--- src/rtl/rv64_pkg.sv ---
// Shared RV64 widths, constants and the fetch FSM state type.
package rv64_pkg;

    localparam int unsigned XLEN = 64;
    localparam int unsigned ILEN = 32;

    // addi x0, x0, 0 -- canonical NOP used for killed / misaligned slots
    localparam logic [ILEN-1:0] NOP_INSTR = 32'h0000_0013;

    typedef enum logic [1:0] {
        REQ  = 2'd0,
        WAIT = 2'd1,
        HOLD = 2'd2
    } fetch_state_t;

endpackage : rv64_pkg

--- src/rtl/fetch_unit.sv ---
// Single-outstanding instruction fetch: issues one imem request, waits for
// the word, holds it for decode, and honours control-flow redirects that
// may arrive at any point.
module fetch_unit
    import rv64_pkg::*;
#(
    parameter logic [XLEN-1:0] RESET_PC = 64'h0
) (
    input  logic            clk,
    input  logic            rst_n,
    input  logic            redirect_valid,
    input  logic [XLEN-1:0] redirect_pc,
    output logic            imem_req_valid,
    input  logic            imem_req_ready,
    output logic [XLEN-1:0] imem_req_addr,
    input  logic            imem_resp_valid,
    input  logic [ILEN-1:0] imem_resp_data,
    output logic            out_valid,
    input  logic            out_ready,
    output logic [XLEN-1:0] out_pc,
    output logic [ILEN-1:0] out_instr,
    output logic            out_misaligned
);

    fetch_state_t    state_q, state_d;
    logic [XLEN-1:0] pc_q, pc_d;
    logic            drop_q, drop_d;
    logic [XLEN-1:0] out_pc_q, out_pc_d;
    logic [ILEN-1:0] out_instr_q, out_instr_d;
    logic            out_mis_q, out_mis_d;
    logic            pc_misaligned;

    assign pc_misaligned = (pc_q[1:0] != 2'b00);

    // A redirect suppresses both the stale request and the stale hand-off in the same cycle.
    assign imem_req_valid = rst_n && (state_q == REQ) && !pc_misaligned && !redirect_valid;
    assign imem_req_addr  = pc_q;
    assign out_valid      = (state_q == HOLD) && !redirect_valid;
    assign out_pc         = out_pc_q;
    assign out_instr      = out_instr_q;
    assign out_misaligned = out_mis_q;

    // State, PC, drop flag and output slot registers.
    always_ff @(posedge clk or negedge rst_n) begin
        if (!rst_n) begin
            state_q     <= REQ;
            pc_q        <= RESET_PC;
            drop_q      <= 1'b0;
            out_pc_q    <= '0;
            out_instr_q <= NOP_INSTR;
            out_mis_q   <= 1'b0;
        end else begin
            state_q     <= state_d;
            pc_q        <= pc_d;
            drop_q      <= drop_d;
            out_pc_q    <= out_pc_d;
            out_instr_q <= out_instr_d;
            out_mis_q   <= out_mis_d;
        end
    end

    // Next-state logic; redirect is tested first in every state so it wins.
    always_comb begin
        state_d     = state_q;
        pc_d        = pc_q;
        drop_d      = drop_q;
        out_pc_d    = out_pc_q;
        out_instr_d = out_instr_q;
        out_mis_d   = out_mis_q;

        unique case (state_q)
            REQ: begin
                if (redirect_valid) begin
                    pc_d = redirect_pc;
                end else if (pc_misaligned) begin
                    out_pc_d    = pc_q;
                    out_instr_d = NOP_INSTR;
                    out_mis_d   = 1'b1;
                    state_d     = HOLD;
                end else if (imem_req_ready) begin
                    state_d = WAIT;
                end
            end
            WAIT: begin
                if (redirect_valid) begin
                    pc_d = redirect_pc;
                    if (imem_resp_valid) begin
                        // Outstanding response retired right now; nothing left to drop.
                        drop_d  = 1'b0;
                        state_d = REQ;
                    end else begin
                        drop_d = 1'b1;
                    end
                end else if (imem_resp_valid) begin
                    if (drop_q) begin
                        drop_d  = 1'b0;
                        state_d = REQ;
                    end else begin
                        out_pc_d    = pc_q;
                        out_instr_d = imem_resp_data;
                        out_mis_d   = 1'b0;
                        state_d     = HOLD;
                    end
                end
            end
            HOLD: begin
                if (redirect_valid) begin
                    pc_d    = redirect_pc;
                    state_d = REQ;
                end else if (out_ready) begin
                    pc_d    = pc_q + XLEN'(4);
                    state_d = REQ;
                end
            end
            default: state_d = REQ;
        endcase
    end

endmodule : fetch_unit

--- config.mk ---
export PLATFORM = sky130hd
export DESIGN_NAME = fetch_unit
export DESIGN_NICKNAME = d
export VERILOG_FILES = /design/src/rtl/rv64_pkg.sv /design/src/rtl/fetch_unit.sv
export SDC_FILE = /design/constraint.sdc
export NUM_CORES = 1
export LEC_CHECK = 0
export ABC_AREA = 1
export ABC_CLOCK_PERIOD_IN_PS = 1700
export BUFFER_PORTS_ARGS = -buffer_cell sky130_fd_sc_hd__buf_2
export CAP_MARGIN = 20
export CORE_ASPECT_RATIO = 1.2
export CORE_UTILIZATION = 45
export CTS_BUF_LIST = sky130_fd_sc_hd__clkbuf_16
export CTS_CLUSTER_SIZE = 24
export DETAILED_ROUTE_END_ITERATION = 12
export PLACE_DENSITY = 0.71
export SYNTH_ARGS = -nofsm -noshare
export SYNTH_HDL_FRONTEND = slang
export SYNTH_SLANG_ARGS = --single-unit
--- constraint.sdc ---
create_clock -name clk -period 1.7 [get_ports clk]
set_input_delay 0.085 -clock clk [delete_from_list [all_inputs] [get_ports clk]]
set_output_delay 0.085 -clock clk [all_outputs]
set_load 0.02 [all_outputs]
# Yosys cells after proc, flatten, opt, wreduce, memory -nomap -nowiden
# Index checks and enable logic that the tools add are counted.
dict set report totals {
  reg_bits 164
  input_bits 102
  out_inout_bits 163
  wordCells 68
}
dict set report op_classes {
  n_addsub 1
  n_eq_ne 10
  n_mux 35
  reduce_logical 16
}
# operator n
set ops {}
lappend ops {{64-bit two-way mux} 8}
lappend ops {{64-bit case mux with 2 select lines} 2}
lappend ops {{32-bit two-way mux} 5}
lappend ops {{64-bit by 3-bit adder with 64-bit output, second input constant} 1}
lappend ops {{32-bit case mux with 2 select lines} 1}
lappend ops {{2-bit two-way mux} 9}
lappend ops {{2-bit != test, second input constant} 5}
lappend ops {{1-bit two-way mux} 8}
lappend ops {{2-bit nonzero test} 4}
lappend ops {{3-bit != test, second input constant} 2}
lappend ops {{2-bit case mux with 3 select lines} 1}
lappend ops {{6-bit AND reduction} 1}
lappend ops {{1-bit logical AND} 4}
lappend ops {{4-bit AND reduction} 1}
lappend ops {{3-bit AND reduction} 1}
lappend ops {{2-bit by 1-bit == test with 1-bit output, second input constant} 1}
lappend ops {{2-bit == test, second input constant} 1}
lappend ops {{1-bit logical NOT} 2}
lappend ops {{2-bit logical NOT} 1}
lappend ops {{2-bit by 1-bit != test with 1-bit output, second input constant} 1}
lappend ops {{1-bit case mux with 2 select lines} 1}
lappend ops {{2-bit AND reduction} 1}
lappend ops {{2-bit OR reduction} 1}

# Depth between registers and ports, before layout
dict set report depth {
  depth_word 4
  mapped_depth 12
  depth_no_buf 12
}

# Worst setup path before layout
# OpenSTA, ideal clock, no wires.
dict set report synth_path {
  path_kind {reg-to-reg}
  startpoint {register pc_q[3] (netlist: imem_req_addr[3])}
  endpoint {register pc_q[20] (netlist: imem_req_addr[20])}
  setup_ps 117
  arrival_ps 1626
  required_time_ps 1583
  path_slack_ps -43
  stages_incl_launch_ff 10
  path_buffers 0
  period_less_slack_ps 1743
  path_cell_list {dfrtp_1 ha_1 nand2_1 nor2_2 nand3_1 nor2_1 xor2_1 nand2_1 nand3_1 nand2_1}
}
dict set report synth_via {
  elab_chain_len 4
}
# item line_no
set synth_lines {}
lappend synth_lines {{from (decl)} fetch_unit.sv:26} ;# logic [XLEN-1:0] pc_q, pc_d;
lappend synth_lines {{from (signal assigned)} fetch_unit.sv:54} ;# pc_q <= pc_d;
lappend synth_lines {{64-bit by 3-bit adder with 64-bit output} fetch_unit.sv:111} ;# pc_d = pc_q + XLEN'(4);
lappend synth_lines {{64-bit two-way mux} fetch_unit.sv:110} ;# end else if (out_ready) begin
lappend synth_lines {{64-bit two-way mux} fetch_unit.sv:107} ;# if (redirect_valid) begin
lappend synth_lines {{64-bit case mux with 2 select lines} fetch_unit.sv:71} ;# unique case (state_q)
# Every way passes these cells. The select of a mux whose other input is x is not followed.
# A chain may end at the register's enable or synchronous reset.

# Worst setup path in the final report
dict set report layout_path {
  startpoint {register state_q[0]}
  endpoint {output port out_valid}
}
dict set report layout_via {
  elab_chain_len 2
}
# item line_no
set layout_lines {}
lappend layout_lines {{from (decl)} fetch_unit.sv:25} ;# fetch_state_t state_q, state_d;
lappend layout_lines {{from (signal assigned)} fetch_unit.sv:53} ;# state_q <= state_d;
lappend layout_lines {{2-bit == test} fetch_unit.sv:38} ;# assign out_valid = (state_q == HOLD) && !redirect_valid;
lappend layout_lines {{1-bit logical AND} fetch_unit.sv:38}
lappend layout_lines {{to (decl)} fetch_unit.sv:18} ;# output logic out_valid,
# Every way passes these cells.

==> out/metrics.csv <==
stage,metric,value,unit
run_status,status,finished with violations,
run_status,failing checks,negative setup slack,
global_route,final global-route overflow total,0,
power,Pint,0.01267,W
power,maximum vdd drop,1.049,mV
timing,worst clock skew,11.15,ps
layout,Area Growth Syn to Fin,54.61,%
timing,period utilization,1.014,
logic_synthesis,mean post-synth cell area,7.218,um2
placement,hpwl dp,25530,um
timing,fin. max-slew vios,0,
cts,Num CTS Buffers,17,
layout,diode count,0,
logic_synthesis,Synth area leaders,"dfrtp_1 45%, nand2_1 17%, o21ai_0 7.7%",
routing,1st-iter DRT viols,838,
cts,Max clock buf depth,2,
logic_synthesis,sequential share of the synthesized area,0.4608,
cts,clock sink count,164,
worst_setup_path,type of origin of the critical path,flop,
logic_synthesis,post-synth top area cell,dfrtp_1,
worst_setup_path,Critical path origin,state_q[0]$_DFFE_PN0P_,
die,core box area,0.01948,mm2
routing,final wirelength,36910,um
logic_synthesis,"Distinct cells, synth",30,
power,Leak,7.109,nW
layout,share of cells above drive strength 1,0.3620,
global_route,GRT Total Usage,0.3531,
cts,H-tree depth,4,
worst_setup_path,Worst Path Max Fanout,7,
logic_synthesis,Post-synth top flop,dfrtp_1,
logic_synthesis,Yosys top cell area share,0.4519,
power,register share of total power,0.294,
worst_setup_path,WP data arrival,1640,ps
worst_setup_path,reg2reg start,imem_req_addr[15]$_DFFE_PN0P_,
layout,design area,0.01378,mm2
worst_setup_path,CP Capture Point,out_valid,
placement,Post-Place Setup Slack,-109.0,ps
logic_synthesis,Synth Instances,1235,
timing,WHS,8.209,ps
hold_path,min-delay src,redirect_pc[46],
timing,worst setup margin,-23.04,ps
timing,Setup TNS,-31.45,ps
routing,drt wl/cell,18.49,um
placement,Routability Congestion,1.030,
routing,Pre-antenna DRT Iters,8,
logic_synthesis,post-synthesis register bit count,164,
cts,clock slew at reported path FFs,70,ps
die,FP Rows,56,
routing,Via density,5.375,
logic_synthesis,Post-synth ARST share,1.000,
global_route,first-pass GRT wire length,53800,um
routing,DRT antenna net count,0,
logic_synthesis,Synth Net Count,1338,
timing,RSZ-0062 raised after global routing,yes,
global_route,initial antenna violation count,0,
timing,worst slew pin tran,557.5,ps
power,P per Cell Area,1780,mW/mm2
logic_synthesis,most frequent cells after synthesis,"392 x nand2_1, 161 x dfrtp_1, 147 x inv_1",
die,Die Area,0.02038,mm2
placement,Post-DP Area,0.01161,mm2
routing,Vias,10729,
global_route,largest net degree at the start of global routing,68,
die,Die H,156.2,um
timing,"Hold Violations, Final",0,
routing,drt drc,0,
global_route,vias in the first global route,10105,
layout,NumNets Final,1825,
die,Die W,130.5,um
power,part of the power in combinational logic,0.544,
logic_synthesis,"Warnings, synthesis",0,
logic_synthesis,"count leader, synth",nand2_1,
power,clock power share,0.161,
run,Max Cap Violations,0,
worst_setup_path,r2r setup slk,-10,ps
timing,Final min period,1723,ps
cts,CTS Root Cell,clkbuf_16,
worst_setup_path,Worst R2R End,imem_req_addr[37]$_DFFE_PN0P_,
worst_setup_path,crit end category,primary output,
timing,endpoints failing setup,2,
layout,final core utilization,0.7076,
die,Top Ports,265,
hold_path,hold crit path type,input pin to flop,
power,Psw,0.01187,W
worst_setup_path,cells on worst reg2reg path,11,
worst_setup_path,Critical Path RT,1620,ps
cts,CTS tree,built,
timing,Max-slew headroom,0.6283,
logic_synthesis,Post-synth EDFFs,0,
die,Initial Util,0.4577,
cts,Clock Latency Late Sink,450,ps
power,Net Sw Frac,0.4837,
worst_setup_path,kind of critical path,flop to primary output,
timing,FMAX,580.4,MHz
logic_synthesis,synthesized area,0.008915,mm2
placement,Port Buffers,264,
-- kinds of logic after synthesis --
kind of cell | share of synthesized area
compound gates | 0.1447
flops | 0.4608
fa+ha+maj | 0.001403
simple gates | 0.2936
xor+xnor | 0.007860
buf+inv | 0.09165
-- through the flow --
stage | power [W] | std cells
2_1_floorplan | 0.01361 | 1235
3_3_place_gp | 0.01864 | 1865
3_5_place_dp | 0.01886 | 1865
4_1_cts | 0.02330 | 1983
5_1_grt | 0.02598 | 1996
6_report | 0.02454 | 1996
-- worst min path at each step --
stage	end	cells after the start
2_1_floorplan	drop_q$_DFFE_PN0P_	0
3_3_place_gp	out_pc[32]$_DFFE_PN0P_	2
3_5_place_dp	out_pc[32]$_DFFE_PN0P_	2
4_1_cts	imem_req_addr[46]$_DFFE_PN0P_	5
5_1_grt	imem_req_addr[14]$_DFFE_PN0P_	3
6_report	imem_req_addr[46]$_DFFE_PN0P_	5
-- layout make-up --
type                    count  area [um2]
flip-flops and latches    164        4119
clock inverters            15       186.4
clock buffers              17       425.4
repair buffers            514        3679
fillers                  1591        5695
inverters                 153       574.3
well taps                 261       326.6
multi-input cells         872        4473
-- cells in the final DEF, fill, tap and decap left out, types with 29 or more instances in the layout --
cell	Yosys	routed
buf_2	32	262
nand3_1	77	70
nor2_1	127	71
inv_1	147	141
nand2_1	392	350
dlygate4sd3_1	0	80
nor2_4	4	31
nor2_2	7	36
dfrtp_1	161	152
a22o_1	29	29
o21ai_0	137	126
buf_4	2	145
nand2_2	4	43
-- power groups by stage --
stage	registers [W]	logic, W	clock network (W)
final	0.00722	0.0134	0.00396
after global routing	0.00740	0.0144	0.00414
after CTS	0.00702	0.0123	0.00399
after detailed placement	0.00708	0.0118	0
after global placement	0.00703	0.0116	0
after floorplan	0.00919	0.00442	0
-- sequential cells by signal, indices dropped and copies added, names as in the netlist --
name	cells
out_instr	32
state_q	2
out_misaligned	1
imem_req_addr	64
out_pc	64
drop_q	1
-- layer usage --
metal / up-vias / share of wire / track usage
met1: 5058 / 0.38 / 0.4187
met3: 154 / 0.074 / 0.07133
met2: 568 / 0.49 / 0.5933
met5: - / 0 / 0
li1: 4949 / - / -
met4: 0 / 0.058 / 0.1943
-- critical path: stages, from the launching register on --
cell	delay, ps
dfrtp_1	390
inv_2	100
nand2_2	80
nor2_4	240
buf_6	150
buf_12	100
buf_4	130
-- repair_timing --
| action | in CTS | in global routing |
|---|---|---|
| setup endpoints to repair | 23 | 133 |
| hold buffers | 80 | 0 |
| pin swaps | 2 | 22 |
| gates cloned | 2 | 1 |
| resized for setup | 26 | 158 |
| setup buffers | 4 | 12 |
| hold endpoints to repair | 239 | 0 |
Power figures use the tool's default switching activity.
